==> src/rtl/wallace_final_cpa.sv <==
// wallace_final_cpa: two-stage final carry-propagate adder of the 32x32 Wallace multiplier (option WALLACE_CPA_HI_ZERO_EN adds out_hi_zero)
module wallace_final_cpa #(
    parameter int WIDTH = 64,
    parameter int SPLIT = 32,
    parameter int TAG_W = 6
) (
    input  logic             clk,
    input  logic             rst_n,
    input  logic             flush,
    input  logic             in_valid,
    output logic             in_ready,
    input  logic [WIDTH-1:0] in_sum,
    input  logic [WIDTH-1:0] in_carry,
    input  logic [TAG_W-1:0] in_tag,
    output logic             out_valid,
    input  logic             out_ready,
    output logic [WIDTH-1:0] out_prod,
`ifdef WALLACE_CPA_HI_ZERO_EN
    output logic             out_hi_zero,
`endif
    output logic [TAG_W-1:0] out_tag
);
    localparam int HW = WIDTH - SPLIT;
    localparam int LW = SPLIT + 1;
    logic             s1_valid, s1_c, s2_valid, adv, accept;
    logic [SPLIT-1:0] s1_lo;
    logic [HW-1:0]    s1_hs, s1_hc, hi_sum;
    logic [TAG_W-1:0] s1_tag;
    logic [LW-1:0]    lo_sum;
    logic [WIDTH-1:0] prod;
    // flush overrides both the S1->S2 advance and new accepts
    assign adv       = s1_valid & (!s2_valid | out_ready) & !flush;
    assign in_ready  = !flush & (!s1_valid | adv);
    assign accept    = in_valid & in_ready;
    assign out_valid = s2_valid;
    assign lo_sum    = LW'(in_sum[SPLIT-1:0]) + LW'(in_carry[SPLIT-1:0]);
    assign hi_sum    = s1_hs + s1_hc + HW'(s1_c);
    assign prod      = {hi_sum, s1_lo};
    always_ff @(posedge clk or negedge rst_n) begin
        if (!rst_n) begin
            s1_valid <= 1'b0;
            s1_c     <= 1'b0;
            s1_lo    <= '0;
            s1_hs    <= '0;
            s1_hc    <= '0;
            s1_tag   <= '0;
            s2_valid <= 1'b0;
            out_prod <= '0;
            out_tag  <= '0;
        end else begin
            s1_valid <= flush ? 1'b0 : accept ? 1'b1 : adv ? 1'b0 : s1_valid;
            s2_valid <= flush ? 1'b0 : adv ? 1'b1 : out_ready ? 1'b0 : s2_valid;
            if (accept) begin
                {s1_c, s1_lo} <= lo_sum;
                s1_hs         <= in_sum[WIDTH-1:SPLIT];
                s1_hc         <= in_carry[WIDTH-1:SPLIT];
                s1_tag        <= in_tag;
            end
            if (adv) begin
                out_prod <= prod;
                out_tag  <= s1_tag;
            end
        end
    end
`ifdef WALLACE_CPA_HI_ZERO_EN
    always_ff @(posedge clk or negedge rst_n) begin
        if (!rst_n)
            out_hi_zero <= 1'b0;
        else if (adv)
            out_hi_zero <= prod[WIDTH-1:WIDTH/2] == '0;
    end
`endif
endmodule

==> config.mk <==
export PLATFORM = sky130hd
export DESIGN_NAME = wallace_final_cpa
export DESIGN_NICKNAME = d
export VERILOG_FILES = /design/src/rtl/wallace_final_cpa.sv
export SDC_FILE = /design/constraint.sdc
export NUM_CORES = 1
export LEC_CHECK = 0
export CAP_MARGIN = 5
export CORE_MARGIN = 5
export CORE_UTILIZATION = 55
export DETAILED_ROUTE_END_ITERATION = 16
export GPL_TIMING_DRIVEN = 0
export HOLD_SLACK_MARGIN = 0.02
export PLACE_DENSITY_LB_ADDON = 0.25
export SLEW_MARGIN = 20
export SYNTH_ARGS = -nofsm -noshare
export SYNTH_HDL_FRONTEND = slang
export SYNTH_SLANG_ARGS = --single-unit
==> constraint.sdc <==
create_clock -name clk -period 9.37 [get_ports clk]
set_clock_uncertainty 0.2 [all_clocks]
set_input_delay 1.874 -clock clk [delete_from_list [all_inputs] [get_ports clk]]
set_output_delay 1.874 -clock clk [all_outputs]
set_load 0.02 [all_outputs]
[Word level (Yosys, flattened, before mapping)]
Index checks and enable logic that the tools add are counted.
Storage, ports and cells
  register bits: 175
  latch bits: 0
  RAM bits: 0
  memory bits (read-only): 0
  input port bits: 139
  output and inout bits: 72
  word-level logic and storage cells: 29
  memories kept: 0
Operators by class
  add/sub/neg operators: 3
  $mul: 0
  divide/modulo/power cells: 0
  magnitude comparators: 0
  equal/unequal tests: 0
  shift-type cells: 0
  muxes and demuxes: 6
  bitwise gates (word level): 6
  reduce and logical (&&, ||, !) cells: 5
Operator list (count)
  32-bit by 32-bit adder with 33-bit output: 1
  32-bit by 1-bit adder with 32-bit output: 1
  32-bit adder: 1
  1-bit two-way mux: 6
  3-bit nonzero test: 2
  1-bit bitwise AND: 4
  1-bit zero test: 3
  1-bit OR: 2

[Longest topological paths before layout]
Gate-level depths: netlist (run 1).
  depth after elaboration: 9
  depth in mapped cells: 11
  mapped depth without buffers: 11

[Worst setup path after synthesis (run 1)]
Ideal clock, no wire load.
  path type: input to output
  start: in out_ready
  end: out in_ready
  arrival time: 2376 ps
  data required time: 7296 ps
  slack: 4920 ps
  stages: 2
  buffers on the path: 0
  cell sequence: nor2b_1 > a21oi_1
On the way
  cells in the longest elaborated chain, start to end: 5
RTL lines
  from (decl): line 16  | input logic out_ready,
  1-bit OR: line 32  | assign adv = s1_valid & (!s2_valid | out_ready) & !flush;
  1-bit bitwise AND (2 in a row): line 32
  1-bit OR: line 33  | assign in_ready = !flush & (!s1_valid | adv);
  1-bit bitwise AND: line 33
  to (decl): line 11  | output logic in_ready,
No other way between the ends.

[Worst setup path in the final report (run 1)]
Same ends and word-level chain as after synthesis.

==> summary.txt, run 1 <==
Outcome
  – Status: finished, final reports clean

Placed design
  – # placed instances: 1,397
  – Placed Area: 0.0120 mm^2
  – Post-DP HPWL: 17.9 mm
  – Placer Congestion: 0.869
  – Worst slack, placed: 3.99 ns
  – Port Buf Inserts: between 200 and 250

Power
  – P per Cell Area: 225 mW/mm^2
  – Post-layout power: 2.85 mW
  – Leak: between 5 and 6 nW
  – VDD IR-drop max: roughly 0.14 mV

STA
  – Final setup fails: 0
  – Worst slew pin tran: 0.766 ns
  – Period utilisation layout: 0.574
  – Min Tclk post-route: 5.38 ns
  – Setup WS post-layout: about 4.0 ns
  – Final hold violations: 0
  – Max-slew violation count: 0
  – Hold Worst Slack: 0.271 ns
  – Rel. slew slack: 0.490
  – RSZ-0062 raised after global routing: false
  – Max Clock Freq: around 190 MHz

Synth
  – EDFF count, synth: 0
  – Post-synthesis sequential area ratio: 0.455
  – Top cells by area, synth: dfrtp_1 46%, mux2_2 8.5%, nand2_1 8.3%
  – Async SR Flop Fraction: 1.00
  – Cell Area, Synth: ~0.0096 mm^2
  – Post-synthesis instance total: 961
  – Commonest cells post-synth: 212 x nand2_1, 175 x dfrtp_1, 73 x mux2_2
  – Main synth FF type: dfrtp_1
  – Largest area contributor in the netlist: dfrtp_1
  – Syn_area_per_cell: between 10 and 15 um^2
  – Synth top area share: 0.455
  – Synth Net Count: 1,165
  – Yosys reg bits: 175
  – Distinct cells, synth: 75
  – Ys Warns: 0
  – Top-count cell post-synth: nand2_1

Setup path
  – CP most frequent cell: clkdlybuf4s50_1
  – CP top delay family: buffers and inverters
  – Critical Path End Type: output pin
  – Crit-path max cell delay: 0.66 ns
  – CP Launch Type: input pin
  – Buffers & Inverters on Critical Path: 2
  – Critical Path RT: 7.30 ns
  – Max Fanout on Critical Path: 5
  – Worst Setup Path Type: input pin to output pin
  – Crit path cell chain: clkdlybuf4s50_1, nor2b_1, a21oi_1, clkdlybuf4s50_1
  – CP arrival: around 3.3 ns
  – Slowest CP cell: clkdlybuf4s50_1

Job
  – Max-cap viol count: 0

Global route
  – Initial antenna violation count: 2
  – First-pass GRT wire length: approximately 38 mm
  – Vias in the first global route: around 7,700
  – Pin count of the biggest net entering global routing: 91
  – Grt ovf: 0
  – Total GRT Usage: 0.234

CTS
  – Root Buffer: clkbuf_16
  – Number of gates resized after CTS: 0
  – Num CTS Buffers: 17
  – Clock sink count: around 180
  – Post-CTS Setup Inserts: 0
  – Clk_lat worst skew: ~0.43 ns
  – Post-CTS Hold Fix Bufs: 0
  – Worst-path clk slew: approximately 0.070 ns
  – H-tree depth: 4
  – CTS tree: yes
  – Deepest clock path buffer count: 2

Floorplan
  – Rows: between 40 and 50
  – Die H: between 100 and 150 um
  – I/O pins: 211
  – Die area: 0.0202 mm^2
  – Die width: 142 um
  – Initial Util: 0.558
  – Core area: 0.0172 mm^2

Detailed routing
  – Router iterations before antenna repair: 5
  – Drt wl/cell: about 17 um
  – Antenna-violating nets left: 0
  – DR vias/cell: roughly 5.5
  – Total wire length: about 24 mm
  – Residual DRC: 0
  – Iter 0 DRT Violations: 350
  – Vias: between 7,000 and 8,000

Final layout
  – # nets final: 1,395
  – Layout area overhead: 31.2%
  – Layout cells sized above 1: 0.108
  – Cell Count, Final, Fillers Out: 1,430
  – Design Area, Final: approximately 0.013 mm^2

Hold path
  – HP Class: flop to flop
per-layer routing:
metal / global-route usage / routed length [um] / vias up / share of wire
li1: - / - / 3881 / -
met1: 0.289 / 9760 / 3734 / 0.41
met2: 0.409 / 12000 / 228 / 0.51
met3: 0.0417 / 1400 / 43 / 0.059
met4: 0.0919 / 600 / 2 / 0.025
met5: 0 / 20 / - / 0.00084
metrics by stage:
| stage | util | setup TNS (ns) |
|---|---|---|
| finish | 0.733 | 0 |
| global route | 0.733 | 0 |
| CTS | 0.733 | 0 |
| detailed placement | 0.698 | 0 |
| global placement | 0.697 | -144.92 |
| floorplan | - | 0 |
power by group:
| part | switching [mW] | leakage [nW] | internal, mW |
|---|---|---|---|
| sequential | 0.104 | 2.14 | 0.936 |
| combinational | 0.579 | 3.35 | 0.521 |
| clock | 0.326 | 0.283 | 0.379 |
| total | 1.01 | 5.77 | 1.84 |
flip-flops by register name (all words and copies together) (netlist names):
name,cells
s1_hs,32
out_valid,1
s1_tag,6
s1_lo,32
s1_valid,1
s1_c,1
s1_hc,32
out_tag,6
out_prod,64
layout by cell type (no fill, tap or decap), types with 5 or more instances in the layout:
cell type        netlist  layout
mux2_2                73      73
xnor2_1               29      29
nand4_1               10      10
a211oi_1               6       6
a21o_1                37      37
and2_1                 6       6
dfrtp_1              175     175
o21ai_1               11      11
nor3_1                 5       5
o21ai_0               62      62
buf_1                  8       8
nand2b_1               6       6
clkbuf_16              0      17
nand2_1              212     212
nand3_1                9       9
o21a_1                 5       5
o21bai_1              10      10
nor2_1                29      29
a21oi_1               54      54
ha_1                  62      62
inv_1                 12      12
clkbuf_1              24      24
inv_6                  0       8
clkdlybuf4s50_1        0     209
a31oi_1                5       5
and3_1                 9       9
o31ai_1                6       6
xor2_1                22      22
nor2b_1                5       5
final timing paths:
check,start,to,slack [ns],cells after the start
worst min register to register,s1_tag[1],out_tag[1],0.27,2
max in group asynchronous,rst_n,out_prod[20],6.88,2
worst min-delay path,s1_tag[1],out_tag[1],0.27,2
worst max register to register,s1_c,out_prod[60],5.38,11
worst max-delay path,out_ready,in_ready,3.99,4
min in group asynchronous,rst_n,s1_hs[15],1.23,1
layout make-up:
cell class	count	area [um^2]
Multi-Input combinational cell	738	5040
Fill cell	1302	4610
Sequential cell	175	4380
Timing Repair Buffer	211	2130
Clock buffer	17	425
Tap cell	225	282
Clock inverter	15	163
Buffer	36	155
Inverter	12	45.0
Antenna cell	1	2.50
worst register-to-register path: cells and delay by family (launching register included):
kind                       cells  cell delay (ns)
AOI/OAI and AO/OA              7             1.81
adders and majority gates      2             0.97
and+or+nand+nor                2             0.50
DFF                            1             0.40
logic make-up after synthesis:
kind of cell               share of synthesized area
AOI/OAI and AO/OA                              0.167
xor gates and xnor gates                      0.0464
adders and majority gates                     0.0869
buffers and inverters                         0.0208
DFF                                            0.455
muxes                                         0.0865
and+or+nand+nor                                0.138
Power figures use the tool's default switching activity.
==> run 2, diff against run 1 <==
- CORE_UTILIZATION: 55 -> 52
- clock period: 9.37 -> 5.2 ns (I/O delays scaled with it)
==> run 2 against run 1 <==
Effect of this change:
- count of clock-buffer cells in the layout grew 3
- combinational power grew 79%
- global-route usage shrank 1.0 points
- setup slack lost 2.8 ns
- largest cell class unchanged
- largest power group unchanged
- highest routed layer unchanged
==> summary.txt, run 2 (synthesis gave the netlist of run 1 again) <==
Final layout
  – Largest reg by FF count: out_prod
  – # nets final: 1,395 (unchanged)
  – Layout fillers: 1,380 (+6.0%)
  – Cell Count, Final, Fillers Out: 1,434 (+0.28%)
  – Commonest cells after routing, fill and taps aside: 212 x nand2_1, 209 x clkdlybuf4s50_1, 175 x dfrtp_1
  – Layout cells sized above 1: 0.108 (unchanged)
  – Commonest non-fill, non-tap cell in the layout: nand2_1
  – Layout area overhead: 32.4%
  – Design Area, Final: 0.0127 mm^2 (+0.90%)
  – Max reg flops: 64 (unchanged)

Detailed routing
  – Drt wl/cell: 16.8 um (+0.84%)
  – Total wire length: 24.1 mm (+1.1%)
  – Iter 0 DRT Violations: 444 (+27%)
  – Vias: 7,938 (+0.63%)
  – DR vias/cell: 5.54 (+0.35%)
  – Router iterations before antenna repair: 6 (+1)
  – Antenna-violating nets left: 0 (unchanged)
  – Residual DRC: 0 (unchanged)

Floorplan
  – Rows: 49 (+2.1%)
  – Die width: 146 um (+2.6%)
  – Core area: 0.0181 mm^2 (+4.9%)
  – I/O pins: 211 (unchanged)
  – Initial Util: 0.532 (-0.0262)
  – Die H: 146 um (+2.6%)
  – Die area: 0.0213 mm^2 (+5.4%)

Global route
  – First-pass GRT wire length: 39.1 mm (+2.8%)
  – Total GRT Usage: 0.224 (-0.0104)
  – Grt ovf: 0 (unchanged)
  – Vias in the first global route: 7,882 (+1.8%)
  – Pin count of the biggest net entering global routing: 89 (-2.2%)
  – Initial antenna violation count: 4 (+2)

Setup path
  – Slowest CP cell: a211oi_1
  – Crit path cell chain: clkdlybuf4s50_1, ha_1, fa_1, a21o_1, a21o_1, a211oi_1, nor2_1, a211oi_1, o41ai_1, a21oi_1, xor2_1, o21ai_1
  – Critical Path RT: 5.30 ns (-2.00 ns)
  – Max Fanout on Critical Path: 4 (-1)
  – Worst Setup Path Type: input pin to flop
  – Critical Path End Type: flop
  – CP Launch Type: input pin
  – Crit-path max cell delay: 0.41 ns (-0.25 ns)
  – CP arrival: 4.07 ns (+0.76 ns)

STA
  – RSZ-0062 raised after global routing: false
  – Rel. slew slack: 0.486 (-0.00371)
  – Min Tclk post-route: 3.97 ns
  – Max-slew violation count: 0 (unchanged)
  – Setup WS post-layout: 1.23 ns (-2.76 ns)
  – Max Clock Freq: between 200 and 300 MHz
  – Worst slew pin tran: 0.771 ns (+0.00556 ns)
  – Period utilisation layout: 0.764
  – Setup TNS: 0 ns (unchanged)
  – Final setup fails: 0 (unchanged)
  – Final hold violations: 0 (unchanged)

Power
  – Leak: 5.82 nW (+0.86%)
  – VDD IR-drop max: 0.236 mV (+67%)
  – P per Cell Area: 418 mW/mm^2 (+86%)
  – Post-layout power: 5.33 mW (+87%)

CTS
  – H-tree depth: 4 (unchanged)
  – Clock sink count: 175 (unchanged)
  – Deepest clock path buffer count: 2 (unchanged)
  – Post-CTS Setup Inserts: 0 (unchanged)
  – Post-CTS Hold Fix Bufs: 0 (unchanged)
  – Worst-path clk slew: 0.07 ns (about the same)
  – Clk_lat worst skew: 0.43 ns (about the same)
  – Number of gates resized after CTS: 0 (unchanged)
  – Root Buffer: clkbuf_16
  – CTS tree: yes
  – Num CTS Buffers: 17 (unchanged)

Placed design
  – Post-DP HPWL: 18.3 mm (+1.9%)
  – Worst slack, placed: 0.787 ns (-3.20 ns)
  – Port Buf Inserts: 210 (unchanged)
  – # placed instances: 1,401 (+0.29%)
  – Placer Congestion: 0.897 (+3.2%)
  – Placed Area: 0.0120 mm^2 (about the same)

Job
  – Max-cap viol count: 0 (unchanged)

Hold path
  – HP Class: flop to flop

Outcome
  – Status: finished, final reports clean
-- run 2: cell count changes in the layout (fill, tap and decap cells not counted) --
cell	previous run	this run
inv_8	2	0
clkbuf_8	0	3
clkinv_8	1	0
inv_6	8	1
clkinv_4	1	3
bufinv_16	1	6
-- run 2: area by class of cell --
type | instances | area [um^2] | area share
Clock inverter | 12 | 230 | 0.0181
Buffer | 36 | 155 | 0.0122
Clock buffer | 20 | 467 | 0.0366
Antenna cell | 1 | 2.50 | 0.000196
Sequential cell | 175 | 4380 | 0.344
Multi-Input combinational cell | 738 | 5040 | 0.396
Tap cell | 229 | 287 | 0.0225
Timing Repair Buffer | 211 | 2130 | 0.168
Inverter | 12 | 45.0 | 0.00353
-- run 2: final timing paths --
path	start	end	slack, ns	depth (start not counted)
hold reg to reg	s1_lo[8]	out_prod[8]	0.26	2
setup reg to reg	s1_c	out_prod[60]	1.27	11
max in group asynchronous	rst_n	out_prod[23]	3.55	2
setup / recovery	in_sum[0]	s1_lo[28]	1.23	12
min in group asynchronous	rst_n	s1_hs[15]	0.39	1
hold / removal	s1_lo[8]	out_prod[8]	0.26	2
-- run 2: power by group --
group | switching, mW | leakage (nW) | internal (mW)
logic | 1.03 | 3.35 | 0.937
clock network | 0.536 | 0.333 | 0.944
registers | 0.192 | 2.14 | 1.69
total | 1.76 | 5.82 | 3.57
-- run 2: routing by layer --
| layer | track usage | up-vias | part of all wire | wire (um) |
|---|---|---|---|---|
| met4 | 0.0790 | 6 | 0.022 | 530 |
| met1 | 0.270 | 3780 | 0.41 | 9760 |
| met3 | 0.0490 | 41 | 0.066 | 1590 |
| met5 | 0 | - | 0.0022 | 54 |
| li1 | - | 3860 | - | - |
| met2 | 0.397 | 251 | 0.50 | 12100 |
-- run 2: critical path, delay by kind of cell --
| kind | cells | cell delay, ns |
|---|---|---|
| AND/OR/NAND/NOR | 1 | 0.18 |
| adder cells (fa/ha/maj) | 2 | 0.63 |
| buffers and inverters | 1 | 0.40 |
| XOR/XNOR | 1 | 0.16 |
| AO/OA/AOI/OAI | 7 | 1.65 |
-- run 2: through the flow --
step,hold slack (ns),util
floorplan,0.233,-
global placement,0.240,0.664
detailed placement,0.251,0.666
CTS,0.263,0.704
global route,0.289,0.705
finish,0.262,0.705
==> run 3, diff against run 2 <==
- clock period: 5.2 -> 3.72 ns (I/O delays scaled with it)
==> run 3 against run 2 <==
Effect of this change:
- register-to-register slack lost 1.1 ns
- flip-flop and latch count is the same
- total power grew 40%
- first-iteration DRC count grew 14%
- setup slack lost 1.1 ns
- count of clock-buffer cells in the layout is the same
- utilization grew 0.23 points
- largest power group unchanged
==> summary.txt, run 3 (synthesis gave the netlist of run 1 again) <==
Final layout
  – Layout area overhead: 32.9%
  – Max reg flops: 64 (unchanged)
  – Design Area, Final: 0.0128 mm^2 (+0.32%)
  – Commonest non-fill, non-tap cell in the layout: nand2_1
  – Commonest cells after routing, fill and taps aside: 212 x nand2_1, 209 x clkdlybuf4s50_1, 175 x dfrtp_1
  – # nets final: 1,395 (unchanged)
  – Layout cells sized above 1: 0.113 (+0.00498)
  – Layout fillers: 1,374 (-0.43%)
  – Largest reg by FF count: out_prod

Floorplan
  – I/O pins: 211 (unchanged)
  – Rows: 49 (unchanged)
  – Die area: 0.0213 mm^2 (unchanged)
  – Die H: 146 um (unchanged)
  – Initial Util: 0.532 (unchanged)
  – Die width: 146 um (unchanged)
  – Core area: 0.0181 mm^2 (unchanged)

CTS
  – Root Buffer: clkbuf_16
  – Num CTS Buffers: 17 (unchanged)
  – H-tree depth: 4 (unchanged)
  – Clock sink count: 175 (unchanged)
  – Clk_lat worst skew: 0.42 ns (about the same)
  – Worst-path clk slew: 0.07 ns (about the same)
  – Post-CTS Setup Inserts: 0 (unchanged)
  – CTS tree: yes
  – Deepest clock path buffer count: 2 (unchanged)
  – Post-CTS Hold Fix Bufs: 0 (unchanged)

Global route
  – Vias in the first global route: 7,892 (+0.13%)
  – Grt ovf: 0 (unchanged)
  – Initial antenna violation count: 4 (unchanged)
  – Pin count of the biggest net entering global routing: 89 (unchanged)
  – Total GRT Usage: 0.224 (about the same)
  – First-pass GRT wire length: 39.1 mm (about the same)

Power
  – Leak: 5.82 nW (about the same)
  – NetSw: 2.48 mW (+41%)
  – VDD IR-drop max: 0.330 mV (+40%)
  – P per Cell Area: 585 mW/mm^2 (+40%)
  – Clock power frac: 0.277 (about the same)
  – Sequential power share: 0.352 (about the same)
  – Gate power share: 0.371 (about the same)
  – Internal power: 5.00 mW (+40%)
  – Switching part of the total: 0.332 (+0.000997)
  – Post-layout power: 7.48 mW (+40%)

STA
  – Period utilisation layout: 0.957
  – RSZ-0062 raised after global routing: false
  – Setup WS post-layout: 0.161 ns (-1.07 ns)
  – Final hold violations: 0 (unchanged)
  – Setup TNS: 0 ns (unchanged)
  – Rel. slew slack: 0.478 (-0.00751)
  – Worst slew pin tran: 0.783 ns (+0.0113 ns)
  – Final setup fails: 0 (unchanged)
  – Hold Worst Slack: 0.108 ns (-0.154 ns)
  – Max-slew violation count: 0 (unchanged)
  – Max Clock Freq: 281 MHz
  – Min Tclk post-route: 3.56 ns

Setup path
  – Worst R2R Start: s1_c
  – Critical Path RT: 3.82 ns (-1.48 ns)
  – Crit-path max cell delay: 0.40 ns (about the same)
  – CP Launch Type: input pin
  – Start point of the critical path: in_sum[0]
  – CP arrival: 3.66 ns (-0.41 ns)
  – Max Fanout on Critical Path: 4 (unchanged)
  – Worst Setup Path Type: input pin to flop
  – R2R cell count: 11 (unchanged)
  – Critical Path End Type: flop
  – Slowest CP cell: clkdlybuf4s50_1
  – Crit path cell chain: clkdlybuf4s50_1, ha_1, fa_1, a21o_1, a21o_1, a211oi_1, nor2_1, a211oi_2, o41ai_1, a21oi_1, xor2_1, o21ai_1
  – CP most frequent cell: a21o_1

Outcome
  – Status: finished, final reports clean

Placed design
  – Post-DP HPWL: 18.3 mm (unchanged)
  – Placed Area: 0.0120 mm^2 (unchanged)
  – Placer Congestion: 0.897 (unchanged)
  – Worst slack, placed: -0.397 ns (-1.18 ns)
  – Port Buf Inserts: 210 (unchanged)

Job
  – Max-cap viol count: 0 (unchanged)

Hold path
  – HP Class: input pin to asynchronous set/reset pin

Detailed routing
  – Iter 0 DRT Violations: 505 (+14%)
  – DR vias/cell: 5.55 (+0.26%)
  – Drt wl/cell: 16.8 um (about the same)
  – Residual DRC: 0 (unchanged)
  – Total wire length: 24.1 mm (about the same)
  – Antenna-violating nets left: 0 (unchanged)
  – Vias: 7,959 (+0.26%)
  – Router iterations before antenna repair: 5 (-1)
[run 3: cell counts in the layout (fill, tap and decap cells not counted)]
Identical to the previous run, type by type.
[run 3: per-layer routing]
| metal | vias up | share of wire | global-route usage | wire length, um |
|---|---|---|---|---|
| met2 | 266 | 0.50 | 0.398 | 12000 |
| met1 | 3773 | 0.41 | 0.270 | 9910 |
| met4 | 6 | 0.026 | 0.0790 | 619 |
| li1 | 3862 | - | - | - |
| met3 | 52 | 0.060 | 0.0490 | 1450 |
| met5 | - | 0.0022 | 0 | 54 |
[run 3: cell type report]
type	instances	area (um^2)	share of cell area
multi-input cells	738	5080	0.398
repair buffers	211	2130	0.167
clock buffers	20	467	0.0365
plain buffers	36	155	0.0121
well taps	229	287	0.0224
clock inverters	12	230	0.0180
inverters	12	45.0	0.00352
flip-flops and latches	175	4380	0.343
diodes	1	2.50	0.000196
[run 3: timing repair]
item	in CTS	in global routing
pin swaps	0	1
cloned	0	0
setup endpoints to repair	3	9
gates resized for setup	2	6
[run 3: path summary, 6_finish.rpt]
kind                                end  slack (ns)
max                           s1_lo[28]        0.16
min                           s1_hs[15]        0.11
max reg2reg                out_prod[60]        0.21
min reg2reg                 out_prod[8]        0.26
max in group asynchronous  out_prod[23]        2.36
min in group clk            out_prod[8]        0.26
[run 3: worst max-delay path, delay by kind of cell]
kind,cells,cell delay [ns]
AND/OR/NAND/NOR,1,0.19
buffers and inverters,1,0.40
adder cells (fa/ha/maj),2,0.63
XOR/XNOR,1,0.16
AO/OA/AOI/OAI,7,1.53
[run 3: power groups by stage]
stage	Combinational (mW)	Sequential [mW]	Clock, mW
after floorplan	1.35	2.93	0
after global placement	2.69	2.64	0
after detailed placement	2.74	2.66	0
after CTS	2.78	2.63	2.10
after global routing	3.02	2.69	2.18
final	2.78	2.63	2.07
[run 3: per-stage QoR]
| step | util | instances |
|---|---|---|
| 3_3_place_gp | 0.664 | 1400 |
| 2_1_floorplan | - | 961 |
| 5_1_grt | 0.707 | 1434 |
| 6_report | 0.707 | 1434 |
| 4_1_cts | 0.705 | 1433 |
| 3_5_place_dp | 0.666 | 1401 |
